## src/rtl/gem_link_sync_mon.sv

```systemverilog
// GEM fiber K-char sync monitor: per-OH and cross-OH debounced sync FSMs.
// Loss counters are built only when GEM_SYNC_LOSS_CNT_EN is defined.
module gem_link_sync_mon #(
  parameter int NOH         = 2,
  parameter int FPO         = 2,
  parameter int KW          = 8,
  parameter int LOSS_THRESH = 4,
  parameter int LOCK_THRESH = 16,
  parameter int CNTW        = 16,
  localparam int NFIB       = NOH * FPO,
  localparam int OHW        = (NOH > 1) ? $clog2(NOH) : 1
) (
  input  logic                clock,
  input  logic                global_reset,
  input  logic                ttc_resync,
  input  logic [NFIB*KW-1:0]  kchar,
  input  logic [NFIB-1:0]     fiber_mask,
  output logic [NOH-1:0]      oh_synced,
  output logic                all_synced,
  output logic [NOH-1:0]      oh_lostsync,
  output logic                all_lostsync,
  output logic [NOH*CNTW-1:0] oh_loss_cnt,
  output logic [OHW-1:0]      first_bad_oh,
  output logic                first_bad_valid
);

  localparam int NF = NOH + 1;
  localparam logic [7:0] LOSS_T = LOSS_THRESH[7:0];
  localparam logic [7:0] LOCK_T = LOCK_THRESH[7:0];

  typedef enum logic [1:0] {
    S_SYNC, S_SUSP, S_LOST, S_RELK
  } st_e;

  logic          clr;
  logic [NOH-1:0] m_d, m_q;
  logic          mx_d, mx_q;
  logic          have_ref, have_x;
  logic [KW-1:0] grp_ref, x_ref;

  assign clr = global_reset | ttc_resync;

  always_comb begin
    m_d      = '1;
    mx_d     = 1'b1;
    have_ref = 1'b0;
    have_x   = 1'b0;
    grp_ref  = '0;
    x_ref    = '0;
    for (int g = 0; g < NOH; g++) begin
      have_ref = 1'b0;
      grp_ref  = '0;
      for (int f = 0; f < FPO; f++) begin
        if (!fiber_mask[g*FPO+f]) begin
          if (!have_ref) begin
            have_ref = 1'b1;
            grp_ref  = kchar[(g*FPO+f)*KW +: KW];
          end else if (kchar[(g*FPO+f)*KW +: KW] != grp_ref) begin
            m_d[g] = 1'b0;
          end
        end
      end
      if (have_ref) begin
        if (!have_x) begin
          have_x = 1'b1;
          x_ref  = grp_ref;
        end else if (grp_ref != x_ref) begin
          mx_d = 1'b0;
        end
      end
    end
    mx_d = mx_d & (&m_d);
  end

  st_e           st_d   [NF];
  st_e           st_q   [NF];
  logic [7:0]    cnt_d  [NF];
  logic [7:0]    cnt_q  [NF];
  logic [NF-1:0] mv;
  logic [NF-1:0] loss_ev;
  logic [NF-1:0] sync_d, sync_q;

  assign mv = {mx_q, m_q};

  // A loss event is a drop out of sync; RELOCK falling back to LOST
  // is not a new loss and is not counted again.
  always_comb begin
    for (int i = 0; i < NF; i++) begin
      st_d[i]    = st_q[i];
      cnt_d[i]   = cnt_q[i];
      loss_ev[i] = 1'b0;
      unique case (st_q[i])
        S_SYNC: if (!mv[i]) begin
          if (LOSS_T == 8'd1) begin
            st_d[i]    = S_LOST;
            cnt_d[i]   = 8'd0;
            loss_ev[i] = 1'b1;
          end else begin
            st_d[i]  = S_SUSP;
            cnt_d[i] = 8'd1;
          end
        end
        S_SUSP: if (mv[i]) begin
          st_d[i]  = S_SYNC;
          cnt_d[i] = 8'd0;
        end else if (cnt_q[i] + 8'd1 == LOSS_T) begin
          st_d[i]    = S_LOST;
          cnt_d[i]   = 8'd0;
          loss_ev[i] = 1'b1;
        end else begin
          cnt_d[i] = cnt_q[i] + 8'd1;
        end
        S_LOST: if (mv[i]) begin
          if (LOCK_T == 8'd1) begin
            st_d[i]  = S_SYNC;
            cnt_d[i] = 8'd0;
          end else begin
            st_d[i]  = S_RELK;
            cnt_d[i] = 8'd1;
          end
        end
        S_RELK: if (!mv[i]) begin
          st_d[i]  = S_LOST;
          cnt_d[i] = 8'd0;
        end else if (cnt_q[i] + 8'd1 == LOCK_T) begin
          st_d[i]  = S_SYNC;
          cnt_d[i] = 8'd0;
        end else begin
          cnt_d[i] = cnt_q[i] + 8'd1;
        end
        default: begin
          st_d[i]  = S_SYNC;
          cnt_d[i] = 8'd0;
        end
      endcase
      sync_d[i] = (st_d[i] == S_SYNC) || (st_d[i] == S_SUSP);
    end
  end

  logic [NOH-1:0] oh_lost_d, oh_lost_q;
  logic           all_lost_d, all_lost_q;
  logic [OHW-1:0] fb_d, fb_q;
  logic           fbv_d, fbv_q;

  always_comb begin
    oh_lost_d  = oh_lost_q | loss_ev[NOH-1:0];
    all_lost_d = all_lost_q | loss_ev[NOH];
    fb_d       = fb_q;
    fbv_d      = fbv_q;
    if (!fbv_q) begin
      for (int g = NOH - 1; g >= 0; g--) begin
        if (loss_ev[g]) begin
          fb_d  = OHW'(g);
          fbv_d = 1'b1;
        end
      end
    end
  end

  always_ff @(posedge clock) begin
    if (clr) begin
      m_q        <= '1;
      mx_q       <= 1'b1;
      sync_q     <= '1;
      oh_lost_q  <= '0;
      all_lost_q <= 1'b0;
      fb_q       <= '0;
      fbv_q      <= 1'b0;
      for (int i = 0; i < NF; i++) begin
        st_q[i]  <= S_SYNC;
        cnt_q[i] <= 8'd0;
      end
    end else begin
      m_q        <= m_d;
      mx_q       <= mx_d;
      sync_q     <= sync_d;
      oh_lost_q  <= oh_lost_d;
      all_lost_q <= all_lost_d;
      fb_q       <= fb_d;
      fbv_q      <= fbv_d;
      for (int i = 0; i < NF; i++) begin
        st_q[i]  <= st_d[i];
        cnt_q[i] <= cnt_d[i];
      end
    end
  end

`ifdef GEM_SYNC_LOSS_CNT_EN
  logic [CNTW-1:0] lc_d [NOH];
  logic [CNTW-1:0] lc_q [NOH];

  always_comb begin
    for (int g = 0; g < NOH; g++) begin
      lc_d[g] = lc_q[g];
      if (loss_ev[g] && (lc_q[g] != {CNTW{1'b1}})) begin
        lc_d[g] = lc_q[g] + 1'b1;
      end
    end
  end

  always_ff @(posedge clock) begin
    for (int g = 0; g < NOH; g++) begin
      if (clr) begin
        lc_q[g] <= '0;
      end else begin
        lc_q[g] <= lc_d[g];
      end
    end
  end

  for (genvar g = 0; g < NOH; g++) begin : g_cnt
    assign oh_loss_cnt[g*CNTW +: CNTW] = lc_q[g];
  end
`else
  assign oh_loss_cnt = '0;
`endif

  assign oh_synced       = sync_q[NOH-1:0];
  assign all_synced      = sync_q[NOH];
  assign oh_lostsync     = oh_lost_q;
  assign all_lostsync    = all_lost_q;
  assign first_bad_oh    = fb_q;
  assign first_bad_valid = fbv_q;

endmodule

```

## config.mk

```make
export PLATFORM = sky130hd
export DESIGN_NAME = gem_link_sync_mon
export DESIGN_NICKNAME = d
export VERILOG_FILES = /design/src/rtl/gem_link_sync_mon.sv
export SDC_FILE = /design/constraint.sdc
export NUM_CORES = 1
export LEC_CHECK = 0
export ABC_CLOCK_PERIOD_IN_PS = 5600
export BUFFER_PORTS_ARGS = -buffer_cell sky130_fd_sc_hd__buf_2
export CORE_ASPECT_RATIO = 1.25
export CORE_MARGIN = 4
export CORE_UTILIZATION = 55
export CTS_CLUSTER_DIAMETER = 200
export DETAILED_ROUTE_END_ITERATION = 7
export GPL_TIMING_DRIVEN = 1
export PLACE_DENSITY = 0.81
export REMOVE_ABC_BUFFERS = 1
export SLEW_MARGIN = 20
export SYNTH_ARGS = -nofsm -noshare
export SYNTH_HDL_FRONTEND = slang
export SYNTH_SLANG_ARGS = --single-unit
```

## constraint.sdc

```tcl
create_clock -name clock -period 5.6 [get_ports clock]
set_clock_uncertainty 0.05 [all_clocks]
set_input_delay 0.28 -clock clock [delete_from_list [all_inputs] [get_ports clock]]
set_output_delay 0.28 -clock clock [all_outputs]
set_load 0.1 [all_outputs]
```

* After elaboration in Yosys (flattened, before gate mapping)
Memories as Yosys holds them, arrays and structs flattened. Cells that the tools add are included.
Storage, ports and cells: bits in registers 11, bits in writable memories 30, bits of input ports 39, output and inout bits 40, word-level logic and storage cells 142, memories kept 2
Operators by class: add/subtract/negate cells 3, equality and inequality tests 21, mux-type cells 86, bitwise operators 11, reductions and logical operators 12
Memories:
- cnt_q | words 3, width 8, read ports 3, clocked after Yosys merged registers in 0, wr ports 3, RTL line 78 | logic [7:0] cnt_q [NF];
- st_q | words 3, width 2, read ports 3, clocked after Yosys merged registers in 0, wr ports 3, RTL line 76 | st_e st_q [NF];
Operators by type and width (number):
- $mux W8 | 28
- $pmux W8 S4 | 3
- $mux W2 | 21
- $mux W1 | 31
- $add A8 B1 Y8 const B | 3
- $eq A8 B3 Y1 const B | 3
- $eq A8 B5 Y1 const B | 3
- $ne A8 B8 Y1 | 3
- $pmux W2 S4 | 3
- $eq A2 B1 Y1 const B | 6
- $eq A2 B2 Y1 const B | 6
- $logic_not A2 Y1 | 6
- $or A1 B1 Y1 | 8
- $reduce_and A2 Y1 | 2
- $logic_or A1 B1 Y1 | 3
- $or A2 B2 Y2 | 1
- $reduce_bool A2 Y1 | 1
- $and A1 B1 Y1 | 1
- $not A1 Y1 | 1

* Longest topological paths before layout
word-level depth 9, mapped depth 8, depth with buffers taken out 8

* Worst setup path before layout
No wires, ideal clock.
path kind flip-flop to flip-flop, start memory cnt_q[1][0] (netlist: cnt_q[0][8]), end register fb_q (netlist: first_bad_oh), library setup time 63 ps, data arrival time 2012 ps, required time 5487 ps, setup slack 3475 ps, cell stages (with the launch flop) 9, buffers on the path 1, period minus slack after synthesis 2125 ps, cells stage by stage dfxtp_1 > ha_1 > buf_2 > nand3_1 > o21ai_0 > nand4_1 > or4b_4 > nor2_2 > o221a_1
RTL lines:
- from (decl) | RTL line 78
- to (signal assigned) | RTL line 167 | fb_q <= '0;
- to (signal assigned) | RTL line 179 | fb_q <= fb_d;
- to (decl) | RTL line 142 | logic [OHW-1:0] fb_d, fb_q;

==> run metrics <==
outcome=finished clean; DRT Pass-1 Iters=5; Yosys warnings=0; top-area cell type share of the netlist area=22.9%; Highest Clock Rate=420 MHz; Cells after Synth=between 500 and 600; synthesized area=3590 µm²; CP peak stage delay=0.59 ns; clock root cell=clkbuf_8; Final Critical Period=2.38 ns; row count=32; Critical Path Source=cnt_q[0][8]; flops & latches, synth=41; WP depth=7; clk_lat worst skew=0.30 ns; crit path max fanout=10; Final Slew Violations=0; Mean Syn Cell Area=around 7.2 µm²; # hold bufs at CTS=0; Starting DRT DRC Count=259; IO Count=79; core box area=around 6200 µm²; MaxCap Viol Count=0; die area=a little under 8000 µm²; WL per Instance=between 10 and 15 µm; initial antenna violation count=0; slowest CP cell=or4b_4; Seq/Total Area, Yosys=22.9%; capture point of the worst path=first_bad_oh; die height=98.3 µm; top cells by area in the synthesized netlist=dfxtp_1 (23%), buf_4 (6.7%), nor2_1 (5.6%), nand2_1 (5.2%), o21ai_0 (5.0%); post-CTS resize count=0; Worst VDD drop=160 µV; predominant post-synthesis flop cell=dfxtp_1; largest net degree at the start of global routing=30; CTS tree=done; DIE WIDTH=80.3 µm; Clock Sinks=41; leading area contributor after synthesis=dfxtp_1; CP Data Required Time=5.79 ns; via count=3485; Cell variety after synth=62; Worst R2R Setup Slack=3.22 ns; Clock Tree Buf Depth=2; GPL Wtd Cong=around 0.9; CTS clk-pin slew, worst paths=0.07 ns; Critical Path Sink Type=flop; drt total wl=between 7 and 8 mm; vias in the first global route=3194; Detail Placement HPWL=6.12 mm; Critical R2R Launch=cnt_q[0][8]; ANT nets after route=0; unrepaired setup endpoints after global routing=false; drt drc=0; Total GRT Usage=between 20 and 25%; Total Nets Final=582; final hold violations=0; PnR Total Power=~710 µW; Overflow after GRT=0; arrival time worst endpoint=2.57 ns; RR Endpoint=first_bad_oh; Hold Path Class=in2reg; ys async rst share=0%; average vias per placed instance=5.67; H-tree lvl count=2; TNS Setup=0 ns; FF-to-FF path depth=7; final worst-path cycle share=about 43%; global-route wire length before repair=13.3 mm; CTS buffer count=5; element type at the critical path start=flop; Leak=between 0.0015 and 0.002 µW; postcts setup bufs=0; ratio of cells with drive above 1 in the final layout=between 10% and 20%; port bufs=46; worst path bufs/invs=0; Crit path max-delay family=simple AND/OR/NAND/NOR gates; worst-margin pin slew=0.655 ns; relative slew slack=56.3%; Crit Path Category=reg2reg; CP Cell Sequence=ha_1, nand3_1, o21ai_0, nand4_1, or4b_4, nor2_2, o221a_1; Setup-failing EPs final=0; Initial Utilization=a little under three fifths; EDFF count, synth=0; diode count=0; P&R area growth vs syn=5.85%; Pwr Density=187 nW/µm²
-- layout make-up --
type | instances | area (µm²)
fill | 583 | 2440
multi-input combinational | 408 | 2430
sequential | 41 | 821
timing repair buffer | 47 | 238
tap | 85 | 106
inverter | 27 | 101
clock buffer | 5 | 68.8
clock inverter | 2 | 35.0
-- worst min path at each step --
stage                         startpoint  slack, ns              to  depth (start not counted)
after global routing          ttc_resync       0.25      st_q[0][0]                          3
after CTS                   global_reset       0.25      st_q[0][0]                          3
after floorplan            fiber_mask[3]       0.35          m_q[1]                          2
after detailed placement  oh_lostsync[0]       0.39  oh_lostsync[0]                          2
after global placement    oh_lostsync[0]       0.39  oh_lostsync[0]                          2
final                       global_reset       0.26      st_q[0][0]                          3
-- cell usage after synthesis, types with 2 or more instances --
cell type / count
a21oi_1: 27
a211o_1: 4
nor2_1: 54
nand2_1: 50
nor4_1: 4
nand4_1: 6
ha_1: 13
inv_1: 27
a22oi_1: 3
o31ai_1: 5
nand4b_1: 2
dfxtp_1: 41
nor3_1: 8
buf_2: 4
nand3_1: 21
nand3b_1: 2
o22ai_1: 21
a31oi_1: 14
nand2b_1: 6
xor2_1: 12
and2_1: 3
clkbuf_1: 19
buf_4: 32
nor3b_1: 5
o21ai_0: 36
buf_6: 2
or3_1: 7
nor4bb_1: 8
o21a_1: 2
a211oi_1: 2
and4_1: 4
mux2i_1: 4
o211ai_1: 3
and3_1: 7
xnor2_1: 14
or2_2: 4
-- routing by layer --
metal | track usage, % | wire length [µm] | vias to the layer above
met5 | 0 | 0 | -
met4 | 7.15 | 131 | 0
met3 | 3.32 | 391 | 10
met2 | 36.7 | 4200 | 91
met1 | 22.7 | 3240 | 1596
li1 | - | - | 1788
-- stage by stage --
step | cells | util (%) | hold slack (ns) | worst slack, ns | area [µm²]
3_5_place_dp | 608 | 59.2 | 0.388 | 3.25 | 3700
3_3_place_gp | 608 | 59.2 | 0.387 | 3.37 | 3700
6_report | 615 | 60.9 | 0.264 | 3.22 | 3800
5_1_grt | 615 | 60.9 | 0.252 | 3.04 | 3800
4_1_cts | 615 | 60.9 | 0.253 | 3.23 | 3800
2_1_floorplan | 476 | - | 0.346 | 3.45 | 3350
-- cells by family (layout without fill, tap and decap cells) --
kind of cell	Yosys count	in the layout	share of synthesized area, %
buffers and inverters	84	81	12.7
muxes	5	5	1.43
AOI/OAI and AO/OA	133	133	23.3
adders and majority gates	13	13	4.53
and+or+nand+nor	199	199	28.7
other	1	32	0.104
xor gates and xnor gates	26	26	6.34
DFF	41	41	22.9
-- tightest hold or removal path, cell delays in order --
cell and delay (ns):
buf_2 0.10, or3_1 0.11, o22ai_1 0.07
-- report_power, final --
part / internal, µW / switching, µW / total (µW)
clock: 130 / 101 / 231
sequential: 293 / 4.47 / 298
combinational: 38.0 / 145 / 183
total: 461 / 251 / 712
-- cell usage in the layout (no fill, tap or decap), types with 4 or more instances in the layout --
cell type and count:
nand3_1 21, nor2_1 54, xor2_1 12, and4_1 4, nor3_1 8, and3_1 7, nor4_1 4, a21oi_1 27
or2_2 4, inv_1 27, nand2b_1 6, nor4bb_1 8, mux2i_1 4, or3_1 7, clkbuf_8 5, o31ai_1 5
nor3b_1 5, nand2_1 50, dfxtp_1 41, a211o_1 4, conb_1 32, nand4_1 6, a31oi_1 14, buf_2 46
o22ai_1 21, o21ai_0 36, ha_1 13, xnor2_1 14
-- state kept, by name (all words and copies together) (netlist names) --
name             count
all_lostsync         1
mx_q                 1
m_q                  2
first_bad_oh         1
cnt_q               24
oh_lostsync          2
st_q                 6
first_bad_valid      1
sync_q               3
No activity file was read; power rests on OpenSTA's default activity.
